## src/rtl/mux4_rr_arbiter.sv

```systemverilog
// Round-robin arbiter and sequencer for the shared 2-bit 4:1 mux channel.
// Four requesters (A..D) compete for the channel. Each grant is bounded to
// HOLD_MAX transfers, and the granted symbol is registered onto the output
// together with a valid flag.
module mux4_rr_arbiter #(
  parameter int HOLD_MAX = 4
) (
  input  logic       clk,
  input  logic       reset,
  input  logic [3:0] req,
  input  logic [1:0] a_in,
  input  logic [1:0] b_in,
  input  logic [1:0] c_in,
  input  logic [1:0] d_in,
  output logic [3:0] gnt,
  output logic [1:0] sel,
  output logic [1:0] out,
  output logic       out_valid,
  output logic       busy
);

  typedef enum logic {
    IDLE = 1'b0,
    OWN  = 1'b1
  } state_t;

  localparam logic [3:0] HOLD_CNT = 4'(HOLD_MAX);

  state_t     state, state_nxt;
  logic [1:0] ptr, ptr_nxt;
  logic [1:0] sel_nxt;
  logic [3:0] count, count_nxt;
  logic [1:0] out_nxt;
  logic       valid_nxt;
  logic       release_now;

  logic [1:0] data_sel;
  logic [1:0] arb_base;
  logic       arb_found;
  logic [1:0] arb_winner;

  // The 4:1 data mux itself, steered by the current owner index
  always_comb begin
    case (sel)
      2'd0:    data_sel = a_in;
      2'd1:    data_sel = b_in;
      2'd2:    data_sel = c_in;
      default: data_sel = d_in;
    endcase
  end

  // Pick the first requester in rotating order; when idle the rotation starts
  // at the pointer, during ownership it starts just past the current owner so
  // that the owner itself is naturally last in line at a release
  always_comb begin
    logic [1:0] idx;
    arb_base   = (state == OWN) ? sel + 2'd1 : ptr;
    arb_found  = 1'b0;
    arb_winner = arb_base;
    idx        = arb_base;
    for (int i = 0; i < 4; i++) begin
      idx = arb_base + 2'(i);
      if (!arb_found && req[idx]) begin
        arb_found  = 1'b1;
        arb_winner = idx;
      end
    end
  end

  // Next-state logic: transfers, grant release and same-edge handoff
  always_comb begin
    state_nxt   = state;
    ptr_nxt     = ptr;
    sel_nxt     = sel;
    count_nxt   = count;
    out_nxt     = out;
    valid_nxt   = 1'b0;
    release_now = 1'b0;
    case (state)
      IDLE: begin
        if (arb_found) begin
          sel_nxt   = arb_winner;
          count_nxt = 4'd0;
          state_nxt = OWN;
        end
      end
      OWN: begin
        if (req[sel]) begin
          out_nxt   = data_sel;
          valid_nxt = 1'b1;
          count_nxt = count + 4'd1;
          if (count + 4'd1 >= HOLD_CNT) begin
            release_now = 1'b1;
          end
        end else begin
          release_now = 1'b1;
        end
        if (release_now) begin
          ptr_nxt = sel + 2'd1;
          if (arb_found) begin
            sel_nxt   = arb_winner;
            count_nxt = 4'd0;
          end else begin
            state_nxt = IDLE;
          end
        end
      end
      default: state_nxt = IDLE;
    endcase
  end

  // State and datapath registers with synchronous reset
  always_ff @(posedge clk) begin
    if (reset) begin
      state     <= IDLE;
      ptr       <= 2'd0;
      sel       <= 2'd0;
      count     <= 4'd0;
      out       <= 2'd0;
      out_valid <= 1'b0;
    end else begin
      state     <= state_nxt;
      ptr       <= ptr_nxt;
      sel       <= sel_nxt;
      count     <= count_nxt;
      out       <= out_nxt;
      out_valid <= valid_nxt;
    end
  end

  assign busy = (state == OWN);
  assign gnt  = (state == OWN) ? (4'b0001 << sel) : 4'b0000;

endmodule

```

## config.mk

```make
export PLATFORM = sky130hd
export DESIGN_NAME = mux4_rr_arbiter
export DESIGN_NICKNAME = d
export VERILOG_FILES = /design/src/rtl/mux4_rr_arbiter.sv
export SDC_FILE = /design/constraint.sdc
export NUM_CORES = 1
export LEC_CHECK = 0
export BUFFER_PORTS_ARGS = -buffer_cell sky130_fd_sc_hd__buf_2
export CORE_MARGIN = 1
export CORE_UTILIZATION = 45
export CTS_CLUSTER_DIAMETER = 50
export DETAILED_ROUTE_END_ITERATION = 7
export GPL_TIMING_DRIVEN = 1
export PLACE_DENSITY = 0.8
export RECOVER_POWER = 25
export SETUP_SLACK_MARGIN = 0.02
export SYNTH_ARGS = -nofsm -noshare
export SYNTH_HDL_FRONTEND = slang
export SYNTH_SLANG_ARGS = --single-unit
```

## constraint.sdc

```tcl
create_clock -name clk -period 1.9 [get_ports clk]
set_input_delay 0.38 -clock clk [delete_from_list [all_inputs] [get_ports clk]]
set_output_delay 0.38 -clock clk [all_outputs]
set_load 0.01 [all_outputs]
```

## Word level (Yosys, flattened, before mapping)

Cells that the tools add are included.

| operators by class | value |
|---|---|
| add/sub/neg operators | 5 |
| order comparisons | 6 |
| equality and inequality tests | 4 |
| shifts and indexed selects | 1 |
| mux-type cells | 35 |
| bitwise operators | 1 |
| reductions and logical operators | 10 |

Operators by type and width:

| operator | number |
|---|---|
| 2-to-1 mux 4 bit | 5 |
| less-than comparator 2 x 3 -> 1 bit, second input constant | 5 |
| 2-to-1 mux 1 bit | 15 |
| 2-to-1 mux 2 bit | 6 |
| binary-select mux 1 bit (select 2 bit) | 5 |
| one-hot mux 4 bit (2 select lines) | 1 |
| one-hot mux 2 bit (3 select lines) | 1 |
| adder 2 x 1 -> 2 bit, second input constant | 2 |
| adder 2 bit, second input constant | 2 |
| adder 4 x 1 -> 4 bit, second input constant | 1 |
| >= comparator 4 x 3 -> 1 bit, second input constant | 1 |
| one-hot mux 2 bit (2 select lines) | 1 |
| AND reduction 2 bit | 2 |
| left shift 1 x 2 -> 4 bit, first input constant | 1 |
| logical AND 1 bit | 3 |
| logical NOT 1 bit | 3 |
| == test 2 x 1 -> 1 bit, second input constant | 1 |
| == test 2 bit, second input constant | 1 |
| logical NOT 2 bit | 1 |
| inequality test 2 x 1 -> 1 bit, second input constant | 1 |
| inequality test 2 bit, second input constant | 1 |
| one-hot mux 1 bit (2 select lines) | 1 |
| OR reduction 2 bit | 1 |
| NOT 1 bit | 1 |

| word-level totals | value |
|---|---|
| bits in registers | 12 |
| bits of input ports | 14 |
| output and inout port bits | 10 |
| word-level logic and storage cells | 68 |

## Depth between registers and ports, before layout

Gate-level depths: netlist (run 1).

| depth | value |
|---|---|
| word-level depth | 17 |
| gate-level depth with buffers | 6 |
| gate-level depth less buffers | 6 |

## Least setup slack after synthesis (run 1)

Ideal clock, no wire load.

| timing | value |
|---|---|
| path kind | reg-to-reg |
| start point | register sel[0] |
| end point | register sel[1] |
| arrival time | 1.763 ns |
| setup slack | 0.003 ns |
| stages on the path, launching flop included | 7 |
| period minus slack after synthesis | 1.897 ns |
| path through | dfxtp_1 > inv_1 > ha_1 > mux2_2 > or3_1 > a32oi_1 > a211oi_1 |

| between the ends | value |
|---|---|
| word-level cells in the longest chain between the ends | 17 |
| elaborated cells on any way between the ends | 34 |

Ends and longest elaborated chain:

| element | RTL line | source |
|---|---|---|
| start: declaration | 16 | `output logic [1:0] sel,` |
| start signal: assignment | 124 | `sel <= sel_nxt;` |
| parallel branches: the longest is 17 deep, another holds adder 2 x 1 -> 2 bit | - |  |

Parallel ways; which one is timed is not known. The select of a mux whose other input is x is not followed.
A chain may end at the register's enable or synchronous reset.

## Worst setup path in the final report (run 1)

Same ends and word-level chain as after synthesis.

==> results of run 1 <==
-- sequential cells by signal (all words and copies together) (netlist names) --
register and cells:
count 4, out_valid 1, sel 2, ptr 2, busy 1, out 2
-- layout by cell type, fill, tap and decap left out, types with 2 or more instances in the layout --
cell type / n
xor2_1: 2
a32oi_1: 4
nor3_1: 3
o21ai_0: 3
nand2b_1: 2
nor2b_1: 2
a21o_1: 2
dfxtp_1: 11
a211oi_1: 2
nand3_1: 3
clkbuf_1: 3
ha_1: 6
and2_1: 4
nor2_1: 6
inv_1: 6
clkbuf_4: 3
nand2_1: 10
a21oi_1: 5
buf_2: 20
a222oi_1: 2
buf_4: 6
-- worst max-delay path, delay by kind of cell (launching register included) --
family                     cells  cell delay, ns
buffers and inverters          1            0.06
and+or+nand+nor                1            0.31
DFF                            1            0.36
AOI/OAI and AO/OA              2            0.32
muxes                          1            0.30
adders and majority gates      1            0.32
-- routing by layer --
metal / up-vias / wire length (um) / global-route usage
li1: 415 / - / -
met1: 389 / 872 / 0.2736
met2: 19 / 908 / 0.3706
met3: 0 / 68 / 0.06939
met4: 0 / 0 / 0.04848
met5: - / 0 / 0
-- final cells by class --
| cell class | count | area share |
|---|---|---|
| Timing Repair Buffer | 29 | 0.1526 |
| Inverter | 6 | 0.02198 |
| Multi-Input combinational cell | 74 | 0.5250 |
| Clock buffer | 4 | 0.03541 |
| Sequential cell | 12 | 0.2357 |
| Tap cell | 24 | 0.02930 |
-- power by group through the flow --
| stage | Sequential (mW) | Clock [mW] | Combinational (mW) |
|---|---|---|---|
| floorplan | 0.308 | 0 | 0.148 |
| global placement | 0.294 | 0 | 0.244 |
| detailed placement | 0.295 | 0 | 0.253 |
| CTS | 0.289 | 0.206 | 0.254 |
| global route | 0.294 | 0.225 | 0.288 |
| finish | 0.290 | 0.203 | 0.257 |
-- through the flow --
| stage | util | power (mW) |
|---|---|---|
| 3_5_place_dp | 0.6217 | 0.5477 |
| 3_3_place_gp | 0.6217 | 0.5386 |
| 2_1_floorplan | - | 0.4557 |
| 6_report | 0.6429 | 0.7504 |
| 5_1_grt | 0.6429 | 0.8070 |
| 4_1_cts | 0.6444 | 0.7493 |
-- cells by family (layout without fill, tap and decap cells) --
group	count (synthesis)	in the layout
mux	4	4
fa+ha+maj	6	6
simple gates	35	35
flops	12	12
xor+xnor	2	2
buf+inv	8	39
compound gates	27	27
-- repair_timing --
| item | CTS | global route |
|---|---|---|
| hold buffers | 0 | 0 |
| endpoints found under the setup margin | 0 | 2 |
| endpoints found under the hold margin | 0 | 0 |
| resized for setup | 0 | 2 |
-- worst max path at each step --
stage,end
3_5_place_dp,ptr[0]
6_report,sel[1]
4_1_cts,sel[1]
3_3_place_gp,sel[1]
5_1_grt,sel[1]
2_1_floorplan,sel[1]
==> out/qor.csv, run 1 <==
metric;value;unit
Bufs on Longest Clock Path;2;
Layout fillers;144;
Synth Area in Adders;0.09302;
routed via count;823;
Die H;44.35;um
Crit-path slowest cell;dfxtp_2;
Post-CTS Setup Bufs;0;
CTS Root Buffer Type;clkbuf_4;
hold path cells;2;
commonest cells in the netlist;dfxtp_1, nand2_1, ha_1, inv_1, nor2_1;
area of the multi-input gates;538.0;sq um
Routed WL per cell;12.41;um
Crit Path Max Fanout;6;
Tot GR Track Use;0.2199;
Die ar.;0.001967;sq mm
layout cells sized above 1;0.3120;
Setup WS post-layout;0.1077;ns
worst vdd rail ir drop;0.6660;mV
Compound-Gate Fraction of Synth Area;0.2574;
worst slew pin tran;0.5848;ns
CTS tree;done;
initial antenna violation count;0;
core area;0.001594;sq mm
Post-synth EDFFs;0;
Max transition margin;0.6065;
post-synthesis sequential area ratio;0.2977;
ys async rst share;0;
Post-Syn Area per Cell;8.585;sq um
Comb power frac;0.342;
mux cell area share after synthesis;0.06822;
Final Cell Area;0.001025;sq mm
worst flop-to-flop path startpoint;sel[0];
combinational family with the most area after synthesis;compound AO/OA/AOI/OAI gates;
top cell type's share of synthesized area;0.2977;
vias in the first global route;805;
count of final hold-check violations;0;
status;completed;
endpoint type of the worst setup path;flop;
Cell Int Power;0.5125;mW
syn_nets;114;
Cell Area, Synth;807.0;sq um
setup tns final;0;ns
drt total wl;1.849;mm
yosys warns;0;
max_cap viols;0;
post-synthesis cell count;94;
Static Leak;0.4694;nW
total gr overflow;0;
critical path cell sequence;inv_1, ha_1, mux2_4, or3_1, a32oi_1, a211oi_1;
net switching share of the total power;0.3171;
skew final;0.009700;ns
Clock Sinks;12;
main flop type after synthesis;dfxtp_1;
final slew viol count;0;
global-route wire length before repair;3.270;mm
part of the power in the clock network;0.271;
Non-Filler Instances;149;
xor and xnor area share after synthesis;0.02171;
top-count cell post-synth;dfxtp_1;
crit path kind;reg -> reg;
nets;146;
minimum clock period;1.792;ns
worst hold start;reset;
DRT antenna net count;0;
later-pin clock latency in the skew report;0.27;ns
Hold WS;0.4219;ns
cell taking the most area after synthesis;dfxtp_1;
Endpoint, Worst Hold;busy;
largest net degree at the start of global routing;14;
CP Launch Type;flop;
I/O Pins;24;
Synth Area in Simple Gates;0.2248;
max incr delay on CP;0.36;ns
CTS H-tree lvls;1;
post-synthesis cell type count;35;
Starting Density;0.5063;
Synth area leaders;dfxtp_1, ha_1, nand2_1, a32oi_1, a21oi_1;
Seq pwr share;0.387;
DR iter-0 viols;22;
Sequential Area;241.5;sq um
final period utilization;0.9433;
setup repair after global routing missed its margin;no;
std cell rows;14;
HPWL after DPL;1.467;mm
FMAX;0.5579;GHz
crit path from;sel[0];
CP Data Required Time;2.06;ns
FF-to-FF setup slack;0.11;ns
Via density;5.523;
Ant. Diodes;0;
Power per Cell Area;732.3;mW/mm^2
reg2reg end;sel[1];
Syn-to-layout area delta;26.98;%
drc violations;0;
Pre-Repair DR Iteration Count;4;
Inserted Clock Buffers;3;
IO buf count;23;
Worst EP arrival;1.95;ns
Sw Pwr;0.2379;mW
placed cell count;145;
clock-pin slew on the worst setup and hold paths;0.08;ns
final count of negative-setup-slack endpoints;0;
RePlAce Congestion;0.8308;
HP Class;in -> reg;
FF+latch count, synth;12;
Placed Area;991.0;sq um
worst slack, placed;0.08514;ns
die width;44.35;um
R2R depth;6;
Power figures use the tool's default switching activity.
==> run 2, diff against run 1 <==
==> constraint.sdc (replaced) <==
create_clock -name clk -period 1.9 [get_ports clk]
set_input_delay 0.095 -clock clk [delete_from_list [all_inputs] [get_ports clk]]
set_output_delay 0.095 -clock clk [all_outputs]
set_load 0.01 [all_outputs]
==> run 2 against run 1 <==
Sequential power hardly changed. Final cell count is 0.67% lower. Register-to-register slack hardly changed. Power is 1.0% lower. Combinational power is 5% lower. Clock skew is 0.0086 ns lower. Global-route usage is 1.1 points lower. Setup slack worse by 0.0033 ns. Die area stayed put. Clock-buffer cell count stayed put. Sequential share of layout area is 0.48 points higher.
==> out/qor.csv, run 2 (synthesis results as in run 1) <==
metric;value;unit
minimum clock period;1.796;ns
Bufs on Longest Clock Path;2;
Crit path depth;6;
nets;145;
worst slew pin tran;0.3775;ns
Crit-path slowest cell;dfxtp_4;
Max transition margin;0.7484;
setup tns final;0;ns
Routed WL per cell;12.24;um
IO buf count;23;
R2R depth;6;
most frequent cells in the layout;buf_2, dfxtp_1, nand2_1;
total gr overflow;0;
status;completed;
Placed Area;983.4;sq um
reg2reg end;sel[1];
later-pin clock latency in the skew report;0.28;ns
final slew viol count;0;
max_cap viols;0;
crit path to;sel[1];
Tot GR Track Use;0.2088;
max FFs per register;4;
crit path from;sel[0];
initial antenna violation count;0;
count of final hold-check violations;0;
Static Leak;0.4575;nW
drt total wl;1.811;mm
HP Class;in -> reg;
Biggest register;count;
worst flop-to-flop path startpoint;sel[0];
CTS H-tree lvls;1;
die width;44.35;um
Pre-Repair DR Iteration Count;4;
CP Data Required Time;2.07;ns
vias in the first global route;699;
core area;0.001594;sq mm
Layout fillers;144;
Inserted Clock Buffers;3;
CTS tree;done;
drc violations;0;
CP Launch Type;flop;
DRT antenna net count;0;
std cell rows;14;
skew final;0.001051;ns
Syn-to-layout area delta;25.74;%
Clock Sinks;12;
max incr delay on CP;0.37;ns
global-route wire length before repair;2.960;mm
crit path kind;reg -> reg;
endpoint type of the worst setup path;flop;
Crit Path Max Fanout;6;
FF-to-FF setup slack;0.10;ns
routed via count;784;
Power per Cell Area;731.8;mW/mm^2
Setup WS post-layout;0.1043;ns
critical path cell sequence;inv_1, ha_1, mux2_2, or3_1, a32oi_1, a211oi_1;
RePlAce Congestion;0.8032;
Worst EP arrival;1.97;ns
worst slack, placed;0.09922;ns
CP delay by family, top;flip-flops;
I/O Pins;24;
Die ar.;0.001967;sq mm
crit path buf inv count;1;
commonest non-fill, non-tap cell in the layout;buf_2;
area of the multi-input gates;536.8;sq um
final period utilization;0.9451;
HPWL after DPL;1.388;mm
Post-CTS Setup Bufs;0;
largest net degree at the start of global routing;14;
layout cells sized above 1;0.2984;
Ant. Diodes;0;
Final Cell Area;0.001015;sq mm
CTS Root Buffer Type;clkbuf_4;
DR iter-0 viols;35;
final count of negative-setup-slack endpoints;0;
worst vdd rail ir drop;0.5781;mV
setup repair after global routing missed its margin;no;
Via density;5.297;
Starting Density;0.5063;
FMAX;0.5569;GHz
Die H;44.35;um
Sequential Area;244.0;sq um
clock-pin slew on the worst setup and hold paths;0.08;ns
-- run 2: cell count changes in the layout (fill, tap and decap cells not counted) --
cell,change
nor4_2,+1
mux2_2,+1
dfxtp_2,-1
mux2_4,-1
nor4_1,-1
buf_4,-2
a21boi_1,+1
clkbuf_1,+1
a21boi_2,-1
dfxtp_4,+1
-- run 2: final cells by class --
cell class | instances | share of cell area
Multi-Input combinational cell | 74 | 0.5290
Sequential cell | 12 | 0.2404
Timing Repair Buffer | 28 | 0.1430
Clock buffer | 4 | 0.03576
Tap cell | 24 | 0.02959
Inverter | 6 | 0.02219
-- run 2: timing repair --
item,CTS,global route
setup endpoints to repair,0,1
resized for setup,0,1
hold buffers,0,0
-- run 2: where the power goes --
| group | total (mW) | internal [mW] | switching [mW] | leakage [nW] |
|---|---|---|---|---|
| Combinational | 0.243 | 0.113 | 0.130 | 0.338 |
| Clock | 0.209 | 0.117 | 0.0921 | 0.0210 |
| Sequential | 0.291 | 0.275 | 0.0153 | 0.0990 |
-- run 2: how the worst min path moves through the flow --
stage	start	endpoint	slack [ns]	cells past startpoint
finish	reset	out_valid	0.13	2
global route	reset	count[1]	0.12	2
CTS	reset	out_valid	0.12	2
detailed placement	reset	out_valid	0.42	2
global placement	reset	out_valid	0.42	2
floorplan	req[1]	busy	0.25	2
-- run 2: metrics by stage --
stage	hold slack (ns)	power (mW)	cells	util
floorplan	0.2454	0.4557	94	-
global placement	0.4181	0.5337	144	0.6170
finish	0.1325	0.7426	148	0.6366
CTS	0.1188	0.7521	148	0.6397
global route	0.1210	0.7884	148	0.6366
detailed placement	0.4227	0.5398	144	0.6170
-- run 2: metal layers --
| metal | global-route usage | part of all wire | vias to the layer above |
|---|---|---|---|
| li1 | - | - | 408 |
| met1 | 0.2638 | 0.46 | 350 |
| met2 | 0.3206 | 0.48 | 21 |
| met3 | 0.07347 | 0.045 | 5 |
| met4 | 0.09091 | 0.017 | 0 |
| met5 | 0 | 0 | - |
